## config.mk

```make
export PLATFORM = sky130hd
export DESIGN_NAME = spi_flash_rd_arb
export DESIGN_NICKNAME = d
export VERILOG_FILES = /design/src/rtl/spi_flash_rd_arb.sv
export SDC_FILE = /design/constraint.sdc
export NUM_CORES = 1
export LEC_CHECK = 0
export BUFFER_PORTS_ARGS = -buffer_cell sky130_fd_sc_hd__buf_2
export CELL_PAD_IN_SITES_DETAIL_PLACEMENT = 0
export CELL_PAD_IN_SITES_GLOBAL_PLACEMENT = 1
export CORE_ASPECT_RATIO = 0.9
export CORE_MARGIN = 10
export CORE_UTILIZATION = 40
export CTS_CLUSTER_DIAMETER = 80
export DETAILED_ROUTE_END_ITERATION = 12
export PLACE_DENSITY = 0.89
export SLEW_MARGIN = 20
export SYNTH_ARGS = -nofsm -noshare
export SYNTH_HDL_FRONTEND = slang
export SYNTH_SLANG_ARGS = --single-unit
export TNS_END_PERCENT = 100
```

## constraint.sdc

```tcl
create_clock -name sys_clk_i -period 1.9 [get_ports sys_clk_i]
set_input_delay 0.38 -clock sys_clk_i [delete_from_list [all_inputs] [get_ports sys_clk_i]]
set_output_delay 0.38 -clock sys_clk_i [all_outputs]
set_load 0.05 [all_outputs]
```

## src/rtl/spi_flash_rd_arb.sv

```systemverilog
// spi_flash_rd_arb: round-robin arbiter issuing one SPI-flash READ (0x03) per grant.
// SPI mode 0; reply bytes are packed little-endian into the 32-bit response word.
module spi_flash_rd_arb #(
  parameter int NUM_REQ = 2,
  parameter int CLK_DIV = 2,
  parameter int CS_IDLE = 4
) (
  input  logic                    sys_clk_i,
  input  logic                    sys_rst_i,
  input  logic [NUM_REQ-1:0]      req_valid_i,
  input  logic [NUM_REQ*24-1:0]   req_addr_i,
  input  logic [NUM_REQ-1:0]      req_cs_i,
  output logic [NUM_REQ-1:0]      req_ready_o,
  output logic [NUM_REQ-1:0]      rsp_valid_o,
  output logic [31:0]             rsp_data_o,
  output logic                    busy_o,
  output logic                    spi_clk_o,
  output logic [1:0]              spi_cs_n_o,
  output logic                    spi_mosi_o,
  input  logic                    spi_miso_i
);
  localparam int IW = NUM_REQ > 1 ? $clog2(NUM_REQ) : 1;
  localparam int CW = $clog2(CLK_DIV + CS_IDLE + 1);
  typedef enum logic [1:0] {IDLE, SHIFT, DONE, GAP} state_t;
  state_t state, state_d;
  logic [IW-1:0] rr, g, gsel;
  logic found, cs_sel, phase, tick, last;
  logic [63:0] sr;
  logic [31:0] rx;
  logic [CW-1:0] cnt;
  logic [5:0] bit_cnt;
  always_comb begin
    found = 1'b0;
    g = '0;
    for (int i = 0; i < NUM_REQ; i++)
      if (!found && req_valid_i[(int'(rr) + i) % NUM_REQ]) begin
        found = 1'b1;
        g = IW'((int'(rr) + i) % NUM_REQ);
      end
  end
  assign tick = cnt == CW'(CLK_DIV - 1);
  assign last = state == SHIFT && tick && phase && &bit_cnt;
  assign req_ready_o = (state == IDLE && found && !sys_rst_i) ? NUM_REQ'(1) << g : '0;
  assign rsp_valid_o = state == DONE ? NUM_REQ'(1) << gsel : '0;
  assign busy_o = state != IDLE || |req_ready_o;
  assign spi_clk_o = state == SHIFT && phase;
  assign spi_cs_n_o = state == SHIFT ? ~(2'b01 << cs_sel) : 2'b11;
  assign spi_mosi_o = state == SHIFT && sr[63];
  always_comb begin
    state_d = state;
    state_d = (state == IDLE && found) ? SHIFT :
              last ? DONE :
              state == DONE ? GAP :
              (state == GAP && cnt == CW'(CS_IDLE - 1)) ? IDLE : state;
  end
  always_ff @(posedge sys_clk_i)
    if (sys_rst_i) state <= IDLE;
    else state <= state_d;
  // cnt times SCK half-periods in SHIFT and the cs_n-high gap in GAP
  always_ff @(posedge sys_clk_i) begin
    if (sys_rst_i) begin
      rr <= '0;
      gsel <= '0;
      cs_sel <= 1'b0;
      sr <= '0;
      rx <= '0;
      cnt <= '0;
      phase <= 1'b0;
      bit_cnt <= '0;
      rsp_data_o <= '0;
    end else begin
      cnt <= ((state == SHIFT && !tick) || state == GAP) ? cnt + 1'b1 : '0;
      if (state == IDLE && found) begin
        rr <= g == IW'(NUM_REQ - 1) ? '0 : g + 1'b1;
        gsel <= g;
        cs_sel <= req_cs_i[g];
        sr <= {8'h03, req_addr_i[24*g +: 24], 32'h0};
      end
      if (state == SHIFT && tick) phase <= ~phase;
      if (state == SHIFT && tick && !phase && bit_cnt[5]) rx <= {rx[30:0], spi_miso_i};
      if (state == SHIFT && tick && phase) begin
        sr <= sr << 1;
        bit_cnt <= bit_cnt + 1'b1;
      end
      if (last) rsp_data_o <= {rx[7:0], rx[15:8], rx[23:16], rx[31:24]};
    end
  end
endmodule
```

==> metrics.cfg <==
[run_status]
status = complete, no violations

[power]
switchingPower_w = 0.00123
power_density_nw_per_um2 = 858
p_seq_share_pct = 51.4
switching_share_pct = 25.9
p_int_w = 0.00352
clock_power_share_pct = 38.5
ir_drop_v = 0.000375
p_leak_nw = 2.22
pwr-share-comb_pct = 10.1

[synth]
synth_top_area_share_pct = 48.1
synth_nets = 623
synth_common_cells = nand2_1 (145), dfxtp_1 (111), a21oi_1 (95)
ys.flop_type = dfxtp_1
synthesis.area_um2 = 4620
syn_area_per_cell_um2 = 8.19
synth_area_leader_cell = dfxtp_1
async_reset_ff_share_pct = 0
yosysMostFrequentCell = nand2_1
ys_seq_area_share_pct = 48.1
synthTopCellsByArea = dfxtp_1 (48%), nand2_1 (12%), a21oi_1 (10%), a21boi_0 (3.7%), a22oi_1 (3.7%)
synth_edf_count = 0
ys_types = 40
syn_inst = 564
yosys_warnings = 0
ys_ff_latch = 111

[cts]
clkSinkCount = 111
cts_buffers = 9
ctsHtreeMaxLevel = 3
cts_buffer_depth = 2
insertion_delay_ns = 0.34
cts.clk_slew.worst_paths_ns = 0.08
cts_tree = done
postCtsSetupRepairBufs = 0
clockRootBuffer = clkbuf_16

[detailed_routing]
postRouteAntennaNets = 0
first_pass_iters = 5
wire_per_inst_um = 13.1
vias_per_cell = 4.93
routed_wl_mm = 10.4
drt-initial-drc-count = 302
routed-via-count = 3946
route.detailed.drc = 0

[grt]
grt_pass1_vias = 3736
grt.overflow.total = 0
grt_pass1_wl_mm = 17.3
grt_max_degree = 107
gr-usage-all-layers_pct = 12.2
antenna_found_initial = 0

[timing]
tightestPinTransition_ns = 0.592
final-setup-viol-count = 0
fin_skew_ns = 0.0179
fin_crit_ns = 1.84
hold_violations = 0
final_max_slew_viol_count = 0
max_freq_mhz = 545
fin_crit_sh_pct = 96.6
relSlewSlack_pct = 60.0
whs_ns = 0.290

[layout]
antenna_cells = 0
nets = 698
layout-drive-gt1-share_pct = 21.4
post-route-cell-area_um2 = 5540
syn2layout_area_growth_pct = 20.0

[placement]
dp_hpwl_mm = 7.23
gp_congestion = 0.745
placed_cell_area_um2 = 5200
port-buffer-count = 95

[critical_path]
worstPathRequired_ns = 1.52
worstSetupStartpointType = flip-flop
worstPathMaxFanout = 9
endpoint_kind = output port
crit_arrival_ns = 1.46
critPathKind = reg2out

[die]
dieArea_um2 = 16200
initial_core_util_pct = 40.7
dieHeight_um = 122
ios = 96
die_w_um = 133
core_um2 = 11300
row_count = 37

[flow_run]
drv_cap = 0

[worst_hold_path]
hold_path_class = in2reg

[critical path: stages, from the launching register on]
cell	delay, ns
dfxtp_4	0.38
nor2_2	0.15
and2_4	0.17
nand2_2	0.09
a21oi_2	0.15
buf_6	0.17
[final cells by class]
type / count / area (um^2)
inverters: 4 / 15.0
flip-flops and latches: 111 / 2230
clock buffers: 9 / 225
clock inverters: 7 / 77.6
multi-input cells: 404 / 2160
repair buffers: 109 / 644
fillers: 1101 / 5800
well taps: 156 / 195
[through the flow]
| stage | worst slack, ns | total power, W | util (%) | setup TNS [ns] | cells |
|---|---|---|---|---|---|
| final | 0.0641 | 0.00475 | 48.8 | 0 | 800 |
| after global routing | -0.00412 | 0.00497 | 48.8 | -0.00412 | 800 |
| after CTS | 0.00567 | 0.00480 | 48.6 | 0 | 799 |
| after detailed placement | 0.108 | 0.00296 | 45.8 | 0 | 783 |
| after global placement | 0.171 | 0.00294 | 45.8 | 0 | 783 |
| after floorplan | -0.0234 | 0.00282 | - | -0.0234 | 564 |
[power groups by stage]
stage / clock network, W / logic [W] / registers [W]
detailed placement: 0 / 0.000463 / 0.00250
global placement: 0 / 0.000450 / 0.00249
global route: 0.00198 / 0.000538 / 0.00245
floorplan: 0 / 0.000339 / 0.00248
CTS: 0.00189 / 0.000470 / 0.00244
finish: 0.00183 / 0.000482 / 0.00244
[flip-flops by register name, indices dropped and copies added, names as in the netlist]
signal and cells:
bit_cnt 6, cnt 3, cs_sel 1, gsel 1, phase 1, rr 1
rsp_data_o 32, rx 32, sr 32, state 2
[logic make-up (layout without fill, tap and decap cells)]
logic type / count (synthesis) / in the layout / synth area share [%]
mux: 1 / 1 / 0.217
fa+ha+maj: 4 / 4 / 1.08
flops: 111 / 111 / 48.1
buf+inv: 50 / 129 / 6.02
xor+xnor: 6 / 6 / 1.14
simple gates: 218 / 218 / 21.2
compound gates: 174 / 175 / 22.2
[placed cells by master, fill, tap and decap left out, drive strengths merged, types with 2 or more instances in the layout]
master  netlist  layout
xor2          2       2
a21oi        95      95
dfxtp       111     111
xnor2         4       4
clkinv        0       5
a31oi         3       3
and4          2       2
and2          4       4
buf          22     109
clkbuf       24       9
a22oi        24      25
ha            4       4
nor3          4       4
o21ai        24      24
inv           4       6
nand2b        2       2
nand2       145     145
nand4         2       2
a21boi       23      23
nor2         17      17
nand3         7       7
nor3b         2       2
and3         27      27
[repair_timing]
item / in CTS / in global routing
setup endpoints to repair: 3 / 43
gates resized for setup: 6 / 5
gates cloned: 0 / 1
pin swaps: 0 / 1
hold buffers: 0 / 0
[final timing paths]
check	start	endpoint	slack, ns	cells after the start
max reg2reg	cnt[0]	rsp_data_o[31]	0.19	6
max	state[0]	req_ready_o[0]	0.06	5
min reg2reg	rsp_data_o[6]	rsp_data_o[6]	0.45	2
min	spi_miso_i	rx[0]	0.29	3
[routing by layer]
| layer | global-route usage (%) | up-vias | share of wire, % |
|---|---|---|---|
| li1 | - | 2092 | - |
| met1 | 16.5 | 1754 | 51 |
| met2 | 18.3 | 96 | 42 |
| met3 | 4.12 | 4 | 6.8 |
| met4 | 3.26 | 0 | 0.51 |
| met5 | 0 | - | 0 |
No activity file was read; power rests on OpenSTA's default activity.
